$ cat config.mk
export PLATFORM = sky130hd
export DESIGN_NAME = skinny_sbox_layer_pini1_serial
export DESIGN_NICKNAME = d
export VERILOG_FILES = /design/src/rtl/skinny_pini1_pkg.sv /design/src/rtl/skinny_sbox8_pini1_non_pipelined.sv /design/src/rtl/skinny_sbox_layer_pini1_serial.sv
export SDC_FILE = /design/constraint.sdc
export NUM_CORES = 1
export LEC_CHECK = 0
export ABC_AREA = 1
export BUFFER_PORTS_ARGS = -buffer_cell sky130_fd_sc_hd__buf_4
export CELL_PAD_IN_SITES_DETAIL_PLACEMENT = 1
export CELL_PAD_IN_SITES_GLOBAL_PLACEMENT = 1
export CORE_MARGIN = 5
export CORE_UTILIZATION = 45
export CTS_CLUSTER_DIAMETER = 200
export DETAILED_ROUTE_END_ITERATION = 12
export GPL_TIMING_DRIVEN = 0
export PLACE_DENSITY = 0.82
export SYNTH_ARGS = -nofsm -noshare
export SYNTH_HDL_FRONTEND = slang
export SYNTH_SLANG_ARGS = --single-unit
$ cat constraint.sdc
create_clock -name clk -period 3.5 [get_ports clk]
set_input_delay 0.7 -clock clk [delete_from_list [all_inputs] [get_ports clk]]
set_output_delay 0.7 -clock clk [all_outputs]
set_load 0.01 [all_outputs]
$ cat src/rtl/skinny_pini1_pkg.sv
// Shared definitions for the masked SKINNY-128 byte-serial SubCells layer:
// the FSM encoding, the evaluation window length, and the linear wiring of S8.
package skinny_pini1_pkg;

   typedef enum logic [1:0] {
      ST_IDLE = 2'd0,
      ST_RND  = 2'd1,
      ST_EVAL = 2'd2,
      ST_CAPT = 2'd3
   } state_e;

   localparam int BYTE_W      = 8;
   localparam int EVAL_CYCLES = 4;
   localparam int EVAL_CNTW   = 2;

   // Bit permutation that follows each of the first three MIX rounds of S8
   function automatic logic [7:0] sbox_perm(input logic [7:0] x);
      return {x[2], x[1], x[7], x[6], x[4], x[0], x[3], x[5]};
   endfunction

   // Final bit swap (bits 1 and 2) closing the S8 construction
   function automatic logic [7:0] sbox_swap(input logic [7:0] x);
      return {x[7:3], x[1], x[2], x[0]};
   endfunction

endpackage

$ cat src/rtl/skinny_sbox8_pini1_non_pipelined.sv
// Two-share SKINNY S8 as four register stages, one MIX round each; every NOR is
// an HPC2 gadget using its own fresh bit r[2k+g]. Output valid 4 cycles after
// stable inputs. Registers are unreset and flushed by a full evaluation window.
module skinny_sbox8_pini1_non_pipelined
   import skinny_pini1_pkg::*;
(
   input  logic       clk,
   input  logic [7:0] si1,
   input  logic [7:0] si0,
   input  logic [7:0] r,
   output logic [7:0] bo1,
   output logic [7:0] bo0
);

   (* keep = "true" *) logic [7:0] lin0_r [0:EVAL_CYCLES-1];
   (* keep = "true" *) logic [7:0] lin1_r [0:EVAL_CYCLES-1];
   (* keep = "true" *) logic [1:0] p0_r   [0:EVAL_CYCLES-1];
   (* keep = "true" *) logic [1:0] p1_r   [0:EVAL_CYCLES-1];
   (* keep = "true" *) logic [1:0] q0_r   [0:EVAL_CYCLES-1];
   (* keep = "true" *) logic [1:0] q1_r   [0:EVAL_CYCLES-1];
   (* keep = "true" *) logic [1:0] v0_r   [0:EVAL_CYCLES-1];
   (* keep = "true" *) logic [1:0] v1_r   [0:EVAL_CYCLES-1];

   logic [7:0] x0_s [0:EVAL_CYCLES];
   logic [7:0] x1_s [0:EVAL_CYCLES];

   // Stage registers; NOR(a,b) = ~a & ~b, negation applied to share 0 only
   always_ff @(posedge clk) begin
      for (int k = 0; k < EVAL_CYCLES; k++) begin
         lin0_r[k] <= x0_s[k];
         lin1_r[k] <= x1_s[k];
         for (int g = 0; g < 2; g++) begin
            p0_r[k][g] <= ~x0_s[k][3+4*g] & ~x0_s[k][2+4*g];
            p1_r[k][g] <=  x1_s[k][3+4*g] &  x1_s[k][2+4*g];
            q0_r[k][g] <=  x0_s[k][3+4*g] &  r[2*k+g];
            q1_r[k][g] <= ~x1_s[k][3+4*g] &  r[2*k+g];
            v0_r[k][g] <=  x1_s[k][2+4*g] ^  r[2*k+g];
            v1_r[k][g] <= ~x0_s[k][2+4*g] ^  r[2*k+g];
         end
      end
   end

   // Gadget outputs fold into bits 0/4 of each share, then the linear layer
   always_comb begin
      logic [7:0] m0;
      logic [7:0] m1;
      m0 = 8'h00;
      m1 = 8'h00;
      x0_s[0] = si0;
      x1_s[0] = si1;
      for (int k = 0; k < EVAL_CYCLES; k++) begin
         m0 = lin0_r[k];
         m1 = lin1_r[k];
         for (int g = 0; g < 2; g++) begin
            m0[4*g] = lin0_r[k][4*g] ^ p0_r[k][g] ^ q0_r[k][g]
                      ^ (~lin0_r[k][3+4*g] & v0_r[k][g]);
            m1[4*g] = lin1_r[k][4*g] ^ p1_r[k][g] ^ q1_r[k][g]
                      ^ ( lin1_r[k][3+4*g] & v1_r[k][g]);
         end
         x0_s[k+1] = (k == EVAL_CYCLES - 1) ? sbox_swap(m0) : sbox_perm(m0);
         x1_s[k+1] = (k == EVAL_CYCLES - 1) ? sbox_swap(m1) : sbox_perm(m1);
      end
   end

   assign bo0 = x0_s[EVAL_CYCLES];
   assign bo1 = x1_s[EVAL_CYCLES];

endmodule

$ cat src/rtl/skinny_sbox_layer_pini1_serial.sv
// Byte-serial two-share SubCells layer: rotates the shared state through one
// PINI-1 S-box core, one fresh 8-bit mask per byte, and publishes the result.
module skinny_sbox_layer_pini1_serial
   import skinny_pini1_pkg::*;
#(
   parameter int NBYTES = 16,
   parameter int CNTW   = 4
) (
   input  logic                     clk,
   input  logic                     rst_n,
   input  logic                     start,
   input  logic [8*NBYTES-1:0]      si1,
   input  logic [8*NBYTES-1:0]      si0,
   input  logic [7:0]               rnd,
   input  logic                     rnd_valid,
   output logic                     rnd_ready,
   output logic [8*NBYTES-1:0]      so1,
   output logic [8*NBYTES-1:0]      so0,
   output logic                     busy,
   output logic                     done
);

   localparam int SW = BYTE_W * NBYTES;

   state_e                state_r;
   logic [EVAL_CNTW-1:0]  cnt_r;
   logic [CNTW-1:0]       idx_r;
   logic                  busy_r;
   logic                  done_r;
   (* keep = "true" *) logic [7:0]    rmask_r;
   (* keep = "true" *) logic [SW-1:0] st1_r;
   (* keep = "true" *) logic [SW-1:0] st0_r;
   (* keep = "true" *) logic [SW-1:0] so1_r;
   (* keep = "true" *) logic [SW-1:0] so0_r;

   logic [7:0] bo1_s;
   logic [7:0] bo0_s;

   skinny_sbox8_pini1_non_pipelined u_sbox (
      .clk (clk),
      .si1 (st1_r[BYTE_W-1:0]),
      .si0 (st0_r[BYTE_W-1:0]),
      .r   (rmask_r),
      .bo1 (bo1_s),
      .bo0 (bo0_s)
   );

   // Layer sequencer; byte 0 sits in the low byte and results enter at the top
   always_ff @(posedge clk or negedge rst_n) begin
      if (!rst_n) begin
         state_r <= ST_IDLE;
         cnt_r   <= {EVAL_CNTW{1'b0}};
         idx_r   <= {CNTW{1'b0}};
         rmask_r <= 8'h00;
         st1_r   <= {SW{1'b0}};
         st0_r   <= {SW{1'b0}};
         so1_r   <= {SW{1'b0}};
         so0_r   <= {SW{1'b0}};
         busy_r  <= 1'b0;
         done_r  <= 1'b0;
      end else begin
         done_r <= 1'b0;
         case (state_r)
            ST_IDLE: begin
               if (start) begin
                  st1_r   <= si1;
                  st0_r   <= si0;
                  cnt_r   <= {EVAL_CNTW{1'b0}};
                  idx_r   <= {CNTW{1'b0}};
                  busy_r  <= 1'b1;
                  state_r <= ST_RND;
               end
            end
            ST_RND: begin
               if (rnd_valid) begin
                  rmask_r <= rnd;
                  cnt_r   <= {EVAL_CNTW{1'b0}};
                  state_r <= ST_EVAL;
               end
            end
            ST_EVAL: begin
               cnt_r <= cnt_r + EVAL_CNTW'(1);
               if (cnt_r == EVAL_CNTW'(EVAL_CYCLES - 1)) begin
                  state_r <= ST_CAPT;
               end
            end
            ST_CAPT: begin
               st1_r <= {bo1_s, st1_r[SW-1:BYTE_W]};
               st0_r <= {bo0_s, st0_r[SW-1:BYTE_W]};
               idx_r <= idx_r + CNTW'(1);
               if (idx_r == CNTW'(NBYTES - 1)) begin
                  so1_r   <= {bo1_s, st1_r[SW-1:BYTE_W]};
                  so0_r   <= {bo0_s, st0_r[SW-1:BYTE_W]};
                  done_r  <= 1'b1;
                  busy_r  <= 1'b0;
                  state_r <= ST_IDLE;
               end else begin
                  state_r <= ST_RND;
               end
            end
            default: begin
               busy_r  <= 1'b0;
               state_r <= ST_IDLE;
            end
         endcase
      end
   end

   assign rnd_ready = (state_r == ST_RND);
   assign busy      = busy_r;
   assign done      = done_r;
   assign so1       = so1_r;
   assign so0       = so0_r;

endmodule

==> results_dict.tcl, run 1 <==
set metrics [dict create \
    outcome "finished, final reports clean" \
    clock-sinks 642 \
    power.leakage_nw 17.3 \
    rsz0062_at_grt "false" \
    slew_headroom 0.532 \
    grt_util_met2 0.511 \
    design.die.area_sq_mm 0.0657 \
    grt_util_met1 0.366 \
    dpl.hpwl_mm 75.1 \
    critPathKind "flip-flop to flip-flop" \
    synthArstFlopShare 0.826 \
    clockRootBuffer "clkbuf_16" \
    drt-total-wl_mm 101 \
    die_w_um 256 \
    viasPerCell 5.30 \
    synth_edf_count 0 \
    maxSlewViolCount 0 \
    grt_overflow 0 \
    pin_count 527 \
    fin_nets 3828 \
    drive_above_1_share 0.276 \
    cts.htree.levels 3 \
    critPathLaunchType "flip-flop" \
    initial_core_util 0.453 \
    synth_top_cells_by_area "dfrtp_1 49%, nand2_1 9.3%, dfxtp_1 8.2%" \
    synth_top_cell_by_area "dfrtp_1" \
    hold_violations 0 \
    worstPathArrival_ps 3130 \
    r2r.worst_path.cells 9 \
    clockBufferDepth 3 \
    rr_startpoint "state_r[0]$_DFFE_PN0P_" \
    antenna_left 0 \
    netlist_area_sq_mm 0.0273 \
    r2r-end "st1_r[115]$_DFFE_PN0P_" \
    finClkSkew_ps 18.6 \
    routedWlPerCell_um 22.9 \
    die_h_um 256 \
    worstHoldPathType "primary input to async pin" \
    tritoncts "done" \
    setup_tns_ps 0 \
    met3_usage 0.0720 \
    whs_ps 64.6 \
    grt_busiest_layer "met2" \
    fmax_mhz 381 \
    grt_max_degree 120 \
    syn_inst 2951 \
    endpoint_kind "flip-flop" \
    coreArea_sq_mm 0.0602 \
    irDropWorstVdd_v 0.000421 \
    cts_buffers 70 \
    synth_ff_type "dfrtp_1" \
    io_buffers 526 \
    clk_latency_ps 610 \
    grt_use_total 0.300 \
    yosys_warnings 0 \
    max_cap_violations 0 \
    synth_seq_cells 642 \
    ctsHoldBuffers 0 \
    rows 90 \
    post-route-drc-count 0 \
    cp_max_fo 10 \
    via_count 23313 \
    final_cell_mix "794 x buf_4, 678 x nand2_1, 530 x dfrtp_1" \
    setup_viol 0 \
    antenna_found_initial 20 \
    timing.final.crit_share 0.750 \
    post_cts_buffers 0 \
    synth.distinct_cells 28 \
    rrSetupSlack_ps 870 \
    avgSynthCellArea_sq_um 9.25 \
    fin_total_pwr_mw 28.6 \
    min_period_ps 2630 \
    synth_top_area_frac 0.486 \
    p_per_area_mw_per_mm2 824 \
    cts_resized 0 \
    worstMarginPinSlew_ps 702 \
    final_common_cell "buf_4" \
    area_growth_pct 27.3 \
    required_ps 4010 \
    path_clk_slew_ps 60 \
    synth_seq_area_share 0.568 \
    place_congestion 0.924 \
    grt_pass1_vias 25684 \
    grt_pass1_wl_mm 153 \
    firstDrtPassIters 5 \
    drtIter0Drc 1484 \
    mappedNetlistNets 3226 \
]
-- final cells by class --
| cell class | instances | area (sq um) |
|---|---|---|
| tap | 782 | 978 |
| fill | 6877 | 25500 |
| buffer | 426 | 2880 |
| antenna | 11 | 27.5 |
| timing repair buffer | 530 | 4070 |
| clock buffer | 112 | 2190 |
| inverter | 312 | 1170 |
| multi-input combinational | 1571 | 7740 |
| sequential | 642 | 15500 |
| clock inverter | 14 | 188 |
-- worst max-delay path, cell delays in order (launching register included) --
cell	delay (ps)
dfrtp_1	430
inv_1	110
ha_1	240
nand2_1	180
o21ai_2	150
inv_2	100
buf_2	390
clkbuf_1	580
o211ai_1	200
o21ai_0	130
-- layer usage --
layer	vias up	wire length [um]	share of wire
li1	10514	-	-
met1	11775	39800	0.39
met2	790	49700	0.49
met3	218	6900	0.068
met4	16	4400	0.044
met5	-	115	0.0011
-- flip-flops by register name, summed over array words and instances, names as in the netlist, 4 cells and up --
register and cells:
u_sbox.q0_r 8, st1_r 128, u_sbox.lin1_r 32, u_sbox.q1_r 8, u_sbox.lin0_r 32, idx_r 4, st0_r 128, rmask_r 8
u_sbox.v0_r 8, so1 128, u_sbox.p0_r 8, so0 128, u_sbox.p1_r 8, u_sbox.v1_r 8
-- power breakdown --
group / switching, mW / internal, mW / leakage [nW]
sequential: 1.07 / 9.78 / 7.82
clock: 3.10 / 4.59 / 1.17
combinational: 7.14 / 2.96 / 8.33
-- logic make-up (layout without fill, tap and decap cells) --
family / count (synthesis) / in the layout / share of synthesized area
compound gates: 756 / 756 / 0.161
fa+ha+maj: 7 / 7 / 0.00321
other cells: 0 / 11 / 0
flops: 642 / 642 / 0.568
buf+inv: 738 / 1394 / 0.148
xor+xnor: 25 / 25 / 0.00802
simple gates: 783 / 783 / 0.111
-- worst max path at each step --
| stage | startpoint | to | slack [ps] | cells after the start |
|---|---|---|---|---|
| floorplan | start | st0_r[119]$_DFFE_PN0P_ | 1810 | 9 |
| global placement | rst_n | so0[55]$_DFFE_PN0P_ | -3980 | 1 |
| detailed placement | start | st0_r[8]$_DFFE_PN0P_ | 840 | 9 |
| CTS | state_r[0]$_DFFE_PN0P_ | st0_r[8]$_DFFE_PN0P_ | 850 | 9 |
| global route | state_r[0]$_DFFE_PN0P_ | st1_r[119]$_DFFE_PN0P_ | 710 | 9 |
| finish | state_r[0]$_DFFE_PN0P_ | st1_r[115]$_DFFE_PN0P_ | 870 | 9 |
-- stage by stage --
stage,cells,instance area [sq um],util,setup WS [ps]
after global routing,4395,34700,0.577,706
after global placement,4259,32200,0.535,-3980
after CTS,4389,34700,0.576,849
after floorplan,2951,27300,-,1810
after detailed placement,4263,32300,0.537,836
final,4400,34700,0.577,874
-- synthesized netlist by cell type (7+ instances only) --
library cell and count:
buf_2 57, dfrtp_1 530, nand3_1 33, o211ai_1 228, dfxtp_1 112, o21ai_1 217
o21ai_0 267, buf_6 26, clkbuf_1 71, inv_1 309, xor2_1 17, xnor2_1 8
ha_1 7, buf_4 269, a21oi_1 16, nor2_1 59, a31oi_1 24, nand2_1 678
Power figures use the tool's default switching activity.
==> run 2, diff against run 1 <==
Settings changed: CORE_UTILIZATION 45 to 42, PLACE_DENSITY 0.82 to 0.77.
Clock period 3.5 ns to 2.6 ns, I/O delays scaled along.
==> results_dict.tcl, run 2 (synthesized netlist as in run 1, its figures left out) <==
set metrics [dict create \
    outcome "finished, final reports clean" \
    hold_start "si0[119]" \
    via_count 23169 \
    final_cell_mix "794 x buf_4, 678 x nand2_1, 530 x dfrtp_1" \
    routedWlPerCell_um 22.7 \
    firstDrtPassIters 5 \
    whs_path_depth 3 \
    dpl-instance-area_sq_mm 0.0325 \
    critPathKind "flip-flop to flip-flop" \
    clockRootBuffer "clkbuf_16" \
    r2r-end "st1_r[98]$_DFFE_PN0P_" \
    initial_core_util 0.423 \
    drtIter0Drc 1348 \
    dpl.hpwl_mm 76.9 \
    setup_viol 0 \
    cp_max_fo 10 \
    path_buf_inv 4 \
    place_congestion 0.917 \
    viasPerCell 5.18 \
    antenna_found_initial 15 \
    worstPathArrival_ps 2960 \
    required_ps 3120 \
    drive_above_1_share 0.279 \
    rows 93 \
    r2r.worst_path.cells 9 \
    cp_cell_sequence "inv_1, ha_1, nand2_1, o21ai_2, inv_2, buf_2, clkbuf_1, o211ai_1, o21ai_0" \
    setup_tns_ps 0 \
    min_period_ps 2440 \
    rr_startpoint "state_r[0]$_DFFE_PN0P_" \
    coreArea_sq_mm 0.0645 \
    pin_count 527 \
    worstMarginPinSlew_ps 715 \
    post-route-drc-count 0 \
    die_h_um 265 \
    slew_headroom 0.523 \
    clockBufferDepth 3 \
    fin_nets 3832 \
    io_buffers 526 \
    path_clk_slew_ps 60 \
    grt_pass1_vias 25277 \
    clk_latency_ps 600 \
    fmax_mhz 410 \
    fin_area_sq_mm 0.0349 \
    maxSlewViolCount 0 \
    grt_overflow 0 \
    cp-startpoint "state_r[0]$_DFFE_PN0P_" \
    critPathMaxStageDelay_ps 440 \
    critPathTopFamily "buffers and inverters" \
    critPathSlowestCell "clkbuf_1" \
    max_cap_violations 0 \
    p_per_area_mw_per_mm2 1110 \
    tritoncts "done" \
    antenna_left 0 \
    hold_end "st0_r[119]$_DFFE_PN0P_" \
    design.die.area_sq_mm 0.0702 \
    irDropWorstVdd_v 0.000602 \
    worstHoldPathType "primary input to flip-flop" \
    power.leakage_nw 17.4 \
    endpoint_kind "flip-flop" \
    timing.final.crit_share 0.939 \
    final_common_cell "buf_4" \
    hold_violations 0 \
    cts.htree.levels 3 \
    grt_pass1_wl_mm 153 \
    critPathLaunchType "flip-flop" \
    drt-total-wl_mm 101 \
    cts_buffers 72 \
    die_w_um 265 \
    grt_max_degree 124 \
    finClkSkew_ps 21.9 \
    grt_use_total 0.281 \
    rrSetupSlack_ps 160 \
    clock-sinks 642 \
    whs_ps 162 \
    area_growth_pct 27.9 \
]
==> run 2: final cells by class <==
type                    instances  area (sq um)
fillers                      7424         29600
flip-flops and latches        642         15500
multi-input cells            1571          7740
repair buffers                532          4100
plain buffers                 426          2890
clock buffers                 101          2160
inverters                     312          1170
well taps                     855          1070
clock inverters                21           256
diodes                          9          22.5
==> run 2: repair_timing <==
action	4_1_cts	5_1_grt
endpoints found under the hold margin	84	0
hold buffers	1	0
gates resized for setup	1	14
buffers inserted	0	0
endpoints found under the setup margin	10	25
==> run 2: power by group <==
part           total (mW)  leakage, nW  switching (mW)  internal [mW]
sequential           14.6         7.82            1.41           13.2
combinational        13.6         8.38            9.56           4.01
clock                10.5         1.19            4.20           6.29
==> run 2: per-layer routing <==
layer,GRT usage,part of all wire
met1,0.357,0.41
met2,0.481,0.50
met3,0.0598,0.061
met4,0.0902,0.031
met5,0,0.00098
==> run 2: worst min-delay path, delay by kind of cell <==
family | cells | cell delay [ps]
AO/OA/AOI/OAI | 2 | 130
buffers and inverters | 1 | 80
==> run 2: how the worst max path moves through the flow <==
stage,to,slack [ps],cells after the start
after global routing,st1_r[90]$_DFFE_PN0P_,-8,9
final,st1_r[98]$_DFFE_PN0P_,160,9
after detailed placement,st1_r[119]$_DFFE_PN0P_,-30,9
after global placement,so0[57]$_DFFE_PN0P_,-4740,1
after floorplan,st0_r[7]$_DFFE_PN0P_,940,9
after CTS,st1_r[9]$_DFFE_PN0P_,50,8
==> run 2: metrics by stage <==
stage / util / setup WS [ps] / total power, mW / instances
after floorplan: - / 941 / 22.7 / 2951
after global placement: 0.501 / -4740 / 27.2 / 4332
after detailed placement: 0.503 / -33.6 / 28.0 / 4337
after CTS: 0.541 / 52.1 / 38.8 / 4460
after global routing: 0.541 / -7.52 / 41.0 / 4467
final: 0.542 / 160 / 38.6 / 4469
==> run 3, diff against run 2 <==
Settings changed: CORE_MARGIN 5 to 2, CORE_UTILIZATION 42 to 40, HOLD_SLACK_MARGIN from default to 0.1, PLACE_DENSITY 0.77 to 0.74.
==> results_dict.tcl, run 3 (synthesized netlist as in run 1, its figures left out) <==
set metrics [dict create \
    hold_violations 0 \
    timing.final.crit_share 0.950 \
    clk_latency_ps 620 \
    coreArea_sq_mm 0.0674 \
    grt_pass1_vias 25136 \
    required_ps 3130 \
    max_cap_violations 0 \
    final_cell_count_no_fill 4501 \
    pin_count 527 \
    tritoncts "done" \
    routedWlPerCell_um 22.0 \
    drtIter0Drc 1532 \
    cts_buffers 73 \
    p_per_area_mw_per_mm2 1110 \
    design.die.area_sq_mm 0.0703 \
    critPathLaunchType "flip-flop" \
    post-route-drc-count 0 \
    dpl.hpwl_mm 74.8 \
    grt_use_total 0.282 \
    grt_util_met1 0.352 \
    via_count 23067 \
    power.leakage_nw 17.4 \
    slew_headroom 0.531 \
    place_congestion 0.882 \
    seqPwrFrac 0.375 \
    antenna_found_initial 14 \
    die_w_um 265 \
    placedCellCount 4355 \
    path_clk_slew_ps 60 \
    critPathKind "flip-flop to flip-flop" \
    cp_max_fo 10 \
    clockBufferDepth 3 \
    grt_max_degree 106 \
    grt_busiest_layer "met2" \
    p_switching_mw 15.2 \
    place_ws_ps -18.7 \
    fin_nets 3833 \
    met3_usage 0.0598 \
    setup_viol 0 \
    area_growth_pct 28.6 \
    rsz0062_at_grt "false" \
    outcome "finished, final reports clean" \
    clkPwrFrac 0.279 \
    irDropWorstVdd_v 0.000607 \
    clock-sinks 642 \
    drive_above_1_share 0.281 \
    viasPerCell 5.12 \
    firstDrtPassIters 5 \
    cts.htree.levels 3 \
    power_frac_comb 0.346 \
    swShare 0.391 \
    final_cell_mix "794 x buf_4, 678 x nand2_1, 530 x dfrtp_1" \
    min_period_ps 2470 \
    grt_pass1_wl_mm 151 \
    drt-total-wl_mm 99.2 \
    post_cts_buffers 0 \
    worstPathArrival_ps 3000 \
    rows 95 \
    intPower_mw 23.7 \
    grt_util_met2 0.487 \
    io_buffers 526 \
    endpoint_kind "flip-flop" \
    clockRootBuffer "clkbuf_16" \
    die_h_um 265 \
    final_common_cell "buf_4" \
    setup_ws_ps 130 \
    worstMarginPinSlew_ps 703 \
    finClkSkew_ps 19.7 \
    antenna_left 0 \
    maxSlewViolCount 0 \
    fmax_mhz 405 \
    worstHoldPathType "primary input to flip-flop" \
    initial_core_util 0.405 \
    grt_overflow 0 \
]
[run 3: power groups by stage]
| stage | logic, mW | clock network (mW) | registers (mW) |
|---|---|---|---|
| CTS | 13.5 | 11.0 | 14.6 |
| global route | 15.2 | 11.4 | 14.9 |
| floorplan | 8.56 | 0 | 14.2 |
| finish | 13.5 | 10.9 | 14.6 |
| detailed placement | 13.3 | 0 | 14.7 |
| global placement | 12.7 | 0 | 14.5 |
[run 3: cell type report]
class	instances	area [sq um]
Timing Repair Buffer	532	4100
Clock buffer	110	2160
Multi-Input combinational cell	1571	7740
Tap cell	873	1090
Buffer	426	2890
Inverter	312	1170
Sequential cell	642	15500
Antenna cell	11	27.5
Fill cell	7780	32300
Clock inverter	24	403
[run 3: worst paths after layout]
| check | start | to | slack, ps | cells past startpoint |
|---|---|---|---|---|
| setup / recovery | state_r[0]$_DFFE_PN0P_ | st0_r[34]$_DFFE_PN0P_ | 130 | 9 |
| hold / removal | si0[102] | st0_r[102]$_DFFE_PN0P_ | 150 | 3 |
| setup reg to reg | state_r[0]$_DFFE_PN0P_ | st0_r[34]$_DFFE_PN0P_ | 130 | 9 |
| hold reg to reg | u_sbox.lin1_r[2][6]$_DFF_P_ | u_sbox.lin1_r[3][4]$_DFF_P_ | 320 | 0 |
| max in group asynchronous | rst_n | so0[45]$_DFFE_PN0P_ | 470 | 5 |
| min in group asynchronous | rst_n | so1[33]$_DFFE_PN0P_ | 360 | 2 |
[run 3: per-stage QoR]
step	hold slack, ps	utilization	total power, mW	setup TNS, ps	cell area [sq um]
after detailed placement	313	0.482	28.0	-23.0	32500
after global routing	148	0.520	41.4	0	35100
final	149	0.521	38.9	0	35100
after floorplan	224	-	22.7	0	27300
after CTS	123	0.520	39.1	0	35000
after global placement	312	0.480	27.2	-2480000	32300
[run 3: what timing repair did]
item                                    CTS  global route
hold endpoints to repair                 29             0
endpoints found under the setup margin   10            44
resized for setup                         1            18
gates cloned                              0             0
hold buffers                              1             0
[run 3: metal layers]
| layer | part of all wire | up-vias | wire (um) |
|---|---|---|---|
| met5 | 0.00079 | - | 78 |
| met4 | 0.029 | 12 | 2910 |
| met3 | 0.063 | 159 | 6240 |
| met2 | 0.50 | 691 | 49500 |
| met1 | 0.41 | 11667 | 40500 |
| li1 | - | 10538 | - |
[run 3: worst max-delay path: stages (launching register included)]
cell      delay (ps)
dfrtp_1          410
inv_1            100
ha_1             240
nand2_1          180
o21ai_2          160
inv_2            100
buf_2            380
clkbuf_1         430
o211ai_1         220
o21ai_0          140
